===== config.mk =====
export PLATFORM = sky130hd
export DESIGN_NAME = ahb_slave_if
export DESIGN_NICKNAME = d
export VERILOG_FILES = /design/src/rtl/ahb_slave_if.sv
export SDC_FILE = /design/constraint.sdc
export NUM_CORES = 1
export LEC_CHECK = 0
export ABC_CLOCK_PERIOD_IN_PS = 2000
export CORE_ASPECT_RATIO = 1.2
export CORE_MARGIN = 4
export CORE_UTILIZATION = 37
export DETAILED_ROUTE_END_ITERATION = 10
export GPL_TIMING_DRIVEN = 0
export PLACE_DENSITY = 0.89
export RECOVER_POWER = 50
export SYNTH_ARGS = -nofsm -noshare
export SYNTH_HDL_FRONTEND = slang
export SYNTH_SLANG_ARGS = --single-unit

===== constraint.sdc =====
create_clock -name ahb_clk_in -period 2 [get_ports ahb_clk_in]
set_input_delay 0.2 -clock ahb_clk_in [delete_from_list [all_inputs] [get_ports ahb_clk_in]]
set_output_delay 0.2 -clock ahb_clk_in [all_outputs]
set_load 0.02 [all_outputs]

===== src/rtl/ahb_slave_if.sv =====
// AHB-Lite subordinate: checks address phases and forwards good transfers as single-beat local requests.
// Optional build macro AHB_WSTRB_EN adds ahb_strb_in and passes it to other_strb_out on writes.
module ahb_slave_if #(
    parameter int AHB_ADDR_WIDTH   = 32,
    parameter int AHB_DATA_WIDTH   = 32,
    parameter int AHB_WAIT_TIMEOUT = 6
) (
    input  logic                        ahb_clk_in,
    input  logic                        ahb_rst_in,
    input  logic                        ahb_sel_in,
    input  logic [AHB_ADDR_WIDTH-1:0]   ahb_addr_in,
    input  logic [1:0]                  ahb_trans_in,
    input  logic [2:0]                  ahb_size_in,
    input  logic                        ahb_write_in,
    input  logic [AHB_DATA_WIDTH-1:0]   ahb_wdata_in,
`ifdef AHB_WSTRB_EN
    input  logic [AHB_DATA_WIDTH/8-1:0] ahb_strb_in,
`endif
    input  logic                        ahb_ready_in,
    output logic                        ahb_readyout_out,
    output logic                        ahb_resp_out,
    output logic [AHB_DATA_WIDTH-1:0]   ahb_rdata_out,
    output logic                        other_valid_out,
    output logic [AHB_ADDR_WIDTH-1:0]   other_addr_out,
    output logic [2:0]                  other_size_out,
    output logic                        other_write_out,
    output logic [AHB_DATA_WIDTH-1:0]   other_wdata_out,
    output logic [AHB_DATA_WIDTH/8-1:0] other_strb_out,
    input  logic [AHB_DATA_WIDTH-1:0]   other_rdata_in,
    input  logic                        other_ready_in,
    input  logic                        other_error_in
);

    localparam int SW = AHB_DATA_WIDTH / 8;
    localparam int AL = $clog2(SW);
    localparam int CW = (AHB_WAIT_TIMEOUT > 0) ? $clog2(AHB_WAIT_TIMEOUT + 1) : 1;
    localparam logic [CW-1:0] CNT_LAST = (AHB_WAIT_TIMEOUT > 0) ? CW'(AHB_WAIT_TIMEOUT - 1) : '0;

    localparam logic [1:0] TRANS_NONSEQ = 2'd2;
    localparam logic [1:0] TRANS_SEQ    = 2'd3;

    typedef enum logic [2:0] {
        ST_IDLE   = 3'd0,
        ST_ACCESS = 3'd1,
        ST_DONE   = 3'd2,
        ST_ERR1   = 3'd3,
        ST_ERR2   = 3'd4
    } state_t;

    state_t                    state_q;
    logic                      readyout_q;
    logic                      resp_q;
    logic [AHB_DATA_WIDTH-1:0] rdata_q;
    logic                      valid_q;
    logic [AHB_ADDR_WIDTH-1:0] addr_q;
    logic [2:0]                size_q;
    logic                      write_q;
    logic [SW-1:0]             strb_q;
    logic [CW-1:0]             cnt_q;

    logic                      sample_req;
    logic                      check_err;
    logic                      timeout_hit;
    logic [AHB_ADDR_WIDTH-1:0] align_mask;
    logic [SW-1:0]             strb_d;

    // SEQ is treated exactly like NONSEQ; the address always comes from HADDR.
    always_comb begin
        sample_req  = ahb_sel_in && ahb_ready_in &&
                      (ahb_trans_in == TRANS_NONSEQ || ahb_trans_in == TRANS_SEQ);
        align_mask  = (AHB_ADDR_WIDTH'(1) << ahb_size_in) - AHB_ADDR_WIDTH'(1);
        check_err   = (ahb_size_in > 3'(AL)) || (|(ahb_addr_in & align_mask));
        timeout_hit = (AHB_WAIT_TIMEOUT != 0) && (cnt_q == CNT_LAST);
        strb_d      = '0;
        for (int i = 0; i < SW; i++) begin
            if (i >= int'(ahb_addr_in[AL-1:0]) &&
                i < int'(ahb_addr_in[AL-1:0]) + (1 << ahb_size_in)) begin
                strb_d[i] = 1'b1;
            end
        end
    end

    always_ff @(posedge ahb_clk_in) begin
        if (ahb_rst_in) begin
            state_q    <= ST_IDLE;
            readyout_q <= 1'b1;
            resp_q     <= 1'b0;
            rdata_q    <= '0;
            valid_q    <= 1'b0;
            addr_q     <= '0;
            size_q     <= '0;
            write_q    <= 1'b0;
            strb_q     <= '0;
            cnt_q      <= '0;
        end else begin
            case (state_q)
                ST_ACCESS: begin
                    if (other_ready_in) begin
                        valid_q <= 1'b0;
                        if (other_error_in) begin
                            state_q    <= ST_ERR1;
                            readyout_q <= 1'b0;
                            resp_q     <= 1'b1;
                        end else begin
                            state_q    <= ST_DONE;
                            readyout_q <= 1'b1;
                            resp_q     <= 1'b0;
                            rdata_q    <= write_q ? '0 : other_rdata_in;
                        end
                    end else if (timeout_hit) begin
                        state_q    <= ST_ERR1;
                        valid_q    <= 1'b0;
                        readyout_q <= 1'b0;
                        resp_q     <= 1'b1;
                    end else begin
                        cnt_q <= cnt_q + CW'(1);
                    end
                end
                ST_ERR1: begin
                    state_q    <= ST_ERR2;
                    readyout_q <= 1'b1;
                    resp_q     <= 1'b1;
                end
                default: begin
                    // IDLE, DONE and ERR2 are the states in which an address phase can be accepted.
                    rdata_q <= '0;
                    if (sample_req && check_err) begin
                        state_q    <= ST_ERR1;
                        readyout_q <= 1'b0;
                        resp_q     <= 1'b1;
                    end else if (sample_req) begin
                        state_q    <= ST_ACCESS;
                        readyout_q <= 1'b0;
                        resp_q     <= 1'b0;
                        valid_q    <= 1'b1;
                        addr_q     <= ahb_addr_in;
                        size_q     <= ahb_size_in;
                        write_q    <= ahb_write_in;
                        strb_q     <= strb_d;
                        cnt_q      <= '0;
                    end else begin
                        state_q    <= ST_IDLE;
                        readyout_q <= 1'b1;
                        resp_q     <= 1'b0;
                    end
                end
            endcase
        end
    end

    assign ahb_readyout_out = readyout_q;
    assign ahb_resp_out     = resp_q;
    assign ahb_rdata_out    = rdata_q;
    assign other_valid_out  = valid_q;
    assign other_addr_out   = addr_q;
    assign other_size_out   = size_q;
    assign other_write_out  = write_q;
    assign other_wdata_out  = (valid_q && write_q) ? ahb_wdata_in : '0;

`ifdef AHB_WSTRB_EN
    assign other_strb_out = (state_q == ST_ACCESS && write_q) ? ahb_strb_in : strb_q;
`else
    assign other_strb_out = strb_q;
`endif

endmodule


==> results of run 1 <==
## Yosys cell counts, drive strengths merged (2+ instances only)
cell type | n | share of area (%)
or3 | 2 | 0.37
nor2 | 39 | 4.5
clkbuf | 25 | 2.8
a22oi | 32 | 7.1
and3 | 34 | 6.3
a21oi | 44 | 6.5
o31ai | 3 | 1.1
buf | 12 | 1.8
nand2 | 5 | 0.55
inv | 4 | 0.44
nor3 | 5 | 0.74
dfxtp | 81 | 48
ha | 6 | 2.2
o21ai | 39 | 5.7
nand2b | 4 | 0.74
o2111ai | 2 | 0.70
nor2b | 3 | 0.55
nand3 | 36 | 5.3
mux2i | 2 | 0.59
nor3b | 3 | 0.66
nand3b | 3 | 0.66
## worst min-delay path, delay by kind of cell
| family | cells | cell delay, ns |
|---|---|---|
| buffers and inverters | 1 | 0.14 |
| AOI/OAI and AO/OA | 1 | 0.05 |
| and+or+nand+nor | 1 | 0.09 |
## timing repair
item	CTS	global route
endpoints found under the setup margin	72	44
resized for setup	23	31
setup buffers	0	0
pin swaps	0	1
## state kept, by name, summed over array words and instances (netlist names)
signal,count
other_addr_out,32
ahb_rdata_out,32
state_q,3
ahb_readyout_out,1
ahb_resp_out,1
other_strb_out,4
other_write_out,1
other_size_out,3
other_valid_out,1
cnt_q,3
## power breakdown
part / total (mW) / internal [mW] / switching (mW)
registers: 1.63 / 1.63 / 0.00987
clock network: 1.27 / 0.629 / 0.637
logic: 0.432 / 0.243 / 0.189
## per-layer routing
layer	vias up	part of all wire, %
met5	-	0
met4	0	2.3
met3	21	6.9
met2	148	52
met1	1865	39
li1	1875	-
## logic make-up (layout without fill, tap and decap cells)
family          after synthesis  in the layout
simple gates                138            138
compound gates              124            124
flops                        81             81
buf+inv                      41            270
fa+ha+maj                     7              7
mux                           2              2
xor+xnor                      1              1
## worst max-delay path by stage
stage | startpoint | endpoint | slack [ns] | cells past startpoint
2_1_floorplan | ahb_size_in[0] | other_strb_out[2] | 0.16 | 8
3_3_place_gp | ahb_size_in[1] | other_strb_out[2] | -0.49 | 9
3_5_place_dp | ahb_size_in[1] | other_strb_out[2] | -0.61 | 9
4_1_cts | other_valid_out | other_wdata_out[22] | 0.00009 | 3
5_1_grt | ahb_addr_in[0] | other_strb_out[3] | 0.09 | 7
6_report | ahb_addr_in[0] | other_strb_out[2] | 0.17 | 7
## cell type report
class                           count  area, um^2  area share (%)
Buffer                             37         164            2.80
Multi-Input combinational cell    272        1630            27.8
Timing Repair Buffer              213        2060            35.2
Sequential cell                    81        1630            27.8
Clock buffer                       10         138            2.35
Inverter                            4        15.0           0.256
Clock inverter                      6        72.6            1.24
Tap cell                          120         150            2.56
==> metrics.yaml, run 1 <==
outcome:
  outcome: "finished, final reports clean"
synthesis:
  yosysWarnings: 0
  syn_area_per_cell_um2: 8.62
  synth.cell_area_um2: 3400
  syn_nets: 509
  synth_mux_area_share_pct: 0.589
  synthArstFlopShare_pct: 0
  synth_top_family_by_area: "compound AO/OA/AOI/OAI gates"
  synth_edf_count: 0
  seq_area_frac_synth_pct: 47.7
  synth.distinct_cells: 36
  synth_seq_cells: 81
  synth_xor_area_share_pct: 0.258
  ys.flop_type: "dfxtp_1"
  synth-simple-area-share_pct: 21.4
  synth_compound_area_share_pct: 22.1
  syn_inst: 394
  synthAdderAreaFrac_pct: 2.80
setup_path:
  timing.rr.end: "other_addr_out[24]"
  crit_family: "buffers and inverters"
  crit_slowest_cell: "clkdlybuf4s50_1"
  slowest_delay_ns: 0.57
  worstRegToRegCells: 6
  crit_path_end_kind: "flop"
  path_max_fanout: 5
  worst-path-buf-inv: 1
  worstSetupPathType: "in -> reg"
  worstPathCellList: "clkdlybuf4s50_1 -> ha_1 -> fa_2 -> nor4bb_4 -> a21oi_1 -> o31ai_1 -> mux2i_1"
  crit_required_ns: 2.23
  crit_arrival_ns: 2.06
  crit_path_start_kind: "input pin"
  rrSetupSlack_ns: 0.30
  reg2reg_from: "state_q[2]"
sta:
  hold_slack_ns: 0.167
  setup_viol: 0
  drv_slew: 0
  worst_pin_slew_ns: 0.585
  hold_viol_final: 0
  finClkSkew_ns: 0.0151
  min_period_over_period_pct: 91.7
  max_freq_ghz: 0.545
  slew_headroom_pct: 60.7
  rsz0062_at_grt: "false"
  period_needed_ns: 1.83
  setup_slack_ns: 0.167
  tns_ns: 0
global_routing:
  busiest_layer: "met2"
  use_met2_pct: 39.6
  use_met3_pct: 5.72
  grt_pass1_vias: 3891
  gr-total-overflow: 0
  grt_max_degree: 16
  grt_use_total_pct: 22.9
  antenna_found_initial: 0
  grt_use_met1_pct: 27.4
  grt_pass1_wl_um: 19400
detailed_routing:
  wl_um: 12800
  routed_via_density: 5.26
  dr.pass1.iters: 7
  drt_iter0_markers: 255
  ant_nets: 0
  drc: 0
  routedWlPerCell_um: 17.2
  vias: 3909
floorplanning:
  die_w_um: 95.5
  ios: 215
  start_util_pct: 37.8
  dieArea_um2: 10800
  core_area_um2: 8990
  die_y_um: 113
  placementRows: 38
clocking:
  cts_hold_buf: 0
  htreeDepth: 3
  ctsLongestPathBuffers: 2
  cts_buffers: 9
  cts_tree: "yes"
  clockRootBuffer: "clkbuf_8"
  clock-sinks: 81
  clock_latency_ns: 0.36
  cts.clk_slew.worst_paths_ns: 0.09
min_path:
  min_path_type: "in -> reg"
  hold_start: "ahb_size_in[1]"
  min_path_cells: 3
  min_to: "other_size_out[1]"
place:
  dp.cells: 727
  gp_congestion: 0.917
  hpwl_um: 9860
  dpl_cell_area_um2: 5680
  portBuffers: 213
  post-place-ws_ns: -0.613
pwr:
  irDropWorstVdd_mv: 0.700
  finalPower_mw: 3.33
  p_leak_nw: 2.64
  powerDensity_nw_per_um2: 569
run:
  cap_violations: 0
final_layout:
  drive_above_1_share_pct: 7.38
  fin_nets: 733
  fin_util_pct: 65.1
  final_area_um2: 5850
  final_common_cell: "clkdlybuf4s50_1"
  num-fill-cells: 732
  instances_no_fill: 743
  antennaDiodeCount: 0
  area_growth_pct: 72.3
  final_cell_mix: "clkdlybuf4s50_1 (104), dfxtp_1 (79), dlygate4sd3_1 (76), a21oi_1 (44)"
(Power assumes the default switching activity.)
==> run 2: changes to the inputs <==
--- a/config.mk
+++ b/config.mk
@@ -6,6 +6,7 @@
 export NUM_CORES = 1
 export LEC_CHECK = 0
 export ABC_CLOCK_PERIOD_IN_PS = 2000
+export CAP_MARGIN = 30
 export CORE_ASPECT_RATIO = 1.2
 export CORE_MARGIN = 4
 export CORE_UTILIZATION = 37
@@ -13,6 +14,8 @@
 export GPL_TIMING_DRIVEN = 0
 export PLACE_DENSITY = 0.89
 export RECOVER_POWER = 50
+export SKIP_CTS_REPAIR_TIMING = 1
+export SLEW_MARGIN = 20
 export SYNTH_ARGS = -nofsm -noshare
 export SYNTH_HDL_FRONTEND = slang
 export SYNTH_SLANG_ARGS = --single-unit
==> run 2 against run 1 <==
- power barely moved
- fmax decreased by 2.6%
- sequential cell count stayed put
- register-to-register slack is essentially flat
- global-route usage about the same
- worst hold slack better by 0.077 ns
- critical path type unchanged
==> metrics.yaml, run 2 (same netlist as run 1, synthesis figures left out) <==
outcome:
  outcome: "finished, final reports clean"
floorplanning:
  placementRows: 38  # unchanged
  ios: 215  # unchanged
  start_util_pct: 37.8  # unchanged
  die_w_um: 95.5  # unchanged
  die_y_um: 113  # unchanged
  core_area_um2: 8990  # unchanged
  dieArea_um2: 10800  # unchanged
setup_path:
  crit_slowest_cell: "or3_1"
  crit_arrival_ns: 2.11  # +0.05 ns
  slowest_delay_ns: 0.42  # -0.15 ns
  crit_family: "simple AND/OR/NAND/NOR gates"
  worst-path-buf-inv: 2  # +1
  crit_path_end_kind: "flop"
  worstSetupPathType: "in -> reg"
  crit_required_ns: 2.22  # about the same
  crit_path_start_kind: "input pin"
  path_max_fanout: 6  # +1
  worstPathCellList: "dlymetal6s2s_1 -> or3_1 -> inv_1 -> ha_1 -> fa_1 -> nor4bb_4 -> a21oi_1 -> o31ai_1 -> mux2i_1"
detailed_routing:
  routed_via_density: 5.27  # +0.10%
  wl_um: 12800  # +0.38%
  routedWlPerCell_um: 17.3  # +0.38%
  ant_nets: 0  # unchanged
  dr.pass1.iters: 4  # -3
  drt_iter0_markers: 246  # -3.5%
  drc: 0  # unchanged
  vias: 3913  # +0.10%
place:
  gp_congestion: 0.917  # unchanged
  dp.cells: 727  # unchanged
  portBuffers: 213  # unchanged
  hpwl_um: 9860  # unchanged
final_layout:
  fin_nets: 733  # unchanged
  drive_above_1_share_pct: 6.26  # -1.1 points
  final_cell_mix: "clkdlybuf4s50_1 (104), dfxtp_1 (79), dlygate4sd3_1 (76), a21oi_1 (44)"
  area_growth_pct: 73.7
  instances_no_fill: 743  # unchanged
  antennaDiodeCount: 0  # unchanged
  final_common_cell: "clkdlybuf4s50_1"
global_routing:
  grt_pass1_wl_um: 19400  # -0.18%
  gr-total-overflow: 0  # unchanged
  grt_use_total_pct: 22.8  # -0.038 points
  grt_max_degree: 16  # unchanged
  grt_pass1_vias: 3893  # +0.051%
  antenna_found_initial: 0  # unchanged
pwr:
  irDropWorstVdd_mv: 0.701  # +0.13%
  p_leak_nw: 2.78  # +5.4%
  powerDensity_nw_per_um2: 565  # -0.77%
clocking:
  ctsLongestPathBuffers: 2  # unchanged
  cts_tree: "yes"
  htreeDepth: 3  # unchanged
  clock_latency_ns: 0.35  # about the same
  cts_buffers: 9  # unchanged
  clockRootBuffer: "clkbuf_8"
  cts.clk_slew.worst_paths_ns: 0.09  # about the same
  clock-sinks: 81  # unchanged
sta:
  drv_slew: 0  # unchanged
  min_period_over_period_pct: 94.1  # +2.5 points
  hold_slack_ns: 0.244  # +0.0771 ns
  worst_pin_slew_ns: 0.589  # +0.00384 ns
  finClkSkew_ns: 0.0143  # -0.000846 ns
  hold_viol_final: 0  # unchanged
  slew_headroom_pct: 60.4  # -0.26 points
  rsz0062_at_grt: "false"
  max_freq_ghz: 0.531  # -2.6%
  setup_viol: 0  # unchanged
  period_needed_ns: 1.88  # +0.0493 ns
min_path:
  min_path_type: "in -> reg"
run:
  cap_violations: 0  # unchanged
[run 2: cell types whose count changed in the layout (fill, tap and decap cells not counted)]
cell and delta:
dlygate4sd2_1 -9, dlymetal6s2s_1 +12, or3_1 +1, buf_2 -2
or3_4 -1, fa_2 -1, clkbuf_1 +2, fa_1 +1
clkbuf_2 -3
[run 2: cell type report]
type / instances / area, um^2
Buffer: 37 / 161
Clock buffer: 10 / 138
Clock inverter: 6 / 72.6
Fill cell: 728 / 3090
Inverter: 4 / 15.0
Multi-Input combinational cell: 272 / 1620
Sequential cell: 81 / 1630
Tap cell: 120 / 150
Timing Repair Buffer: 213 / 2120
[run 2: report_power, final]
| part | internal, mW | switching, mW |
|---|---|---|
| Sequential | 1.63 | 0.00993 |
| Clock | 0.629 | 0.635 |
| Combinational | 0.244 | 0.190 |
| Total | 2.50 | 0.835 |
[run 2: routing by layer]
layer  GRT usage (%)  vias to the layer above  wire length (um)
met4            7.50                        0               253
met5               0                        -                 0
li1                -                     1878                 -
met3            5.72                       19               839
met2            39.5                      144              6720
met1            27.3                     1872              5020
[run 2: tightest hold or removal path: cells and delay by family]
family,cells,cell delay [ns]
compound gates,1,0.06
buf+inv,1,0.19
simple gates,1,0.10
[run 2: stage by stage]
stage               setup slack, ns  TNS [ns]  cell area [um^2]  total power [mW]  util (%)
floorplan                     0.156         0              3400              1.81         -
global placement             -0.488    -15.69              5680              2.09      63.2
detailed placement           -0.613    -18.16              5680              2.11      63.2
global route                 0.0287         0              5900              3.47      65.7
CTS                          -0.306    -10.32              5890              3.36      65.5
finish                        0.117         0              5900              3.33      65.7
[run 2: path summary, 6_finish.rpt]
kind | startpoint | endpoint | slack [ns] | cells after the start
max | ahb_size_in[0] | other_strb_out[2] | 0.12 | 9
min | ahb_size_in[0] | other_size_out[0] | 0.24 | 3
max reg2reg | state_q[2] | other_addr_out[24] | 0.31 | 6
min reg2reg | other_size_out[2] | other_size_out[2] | 0.47 | 1
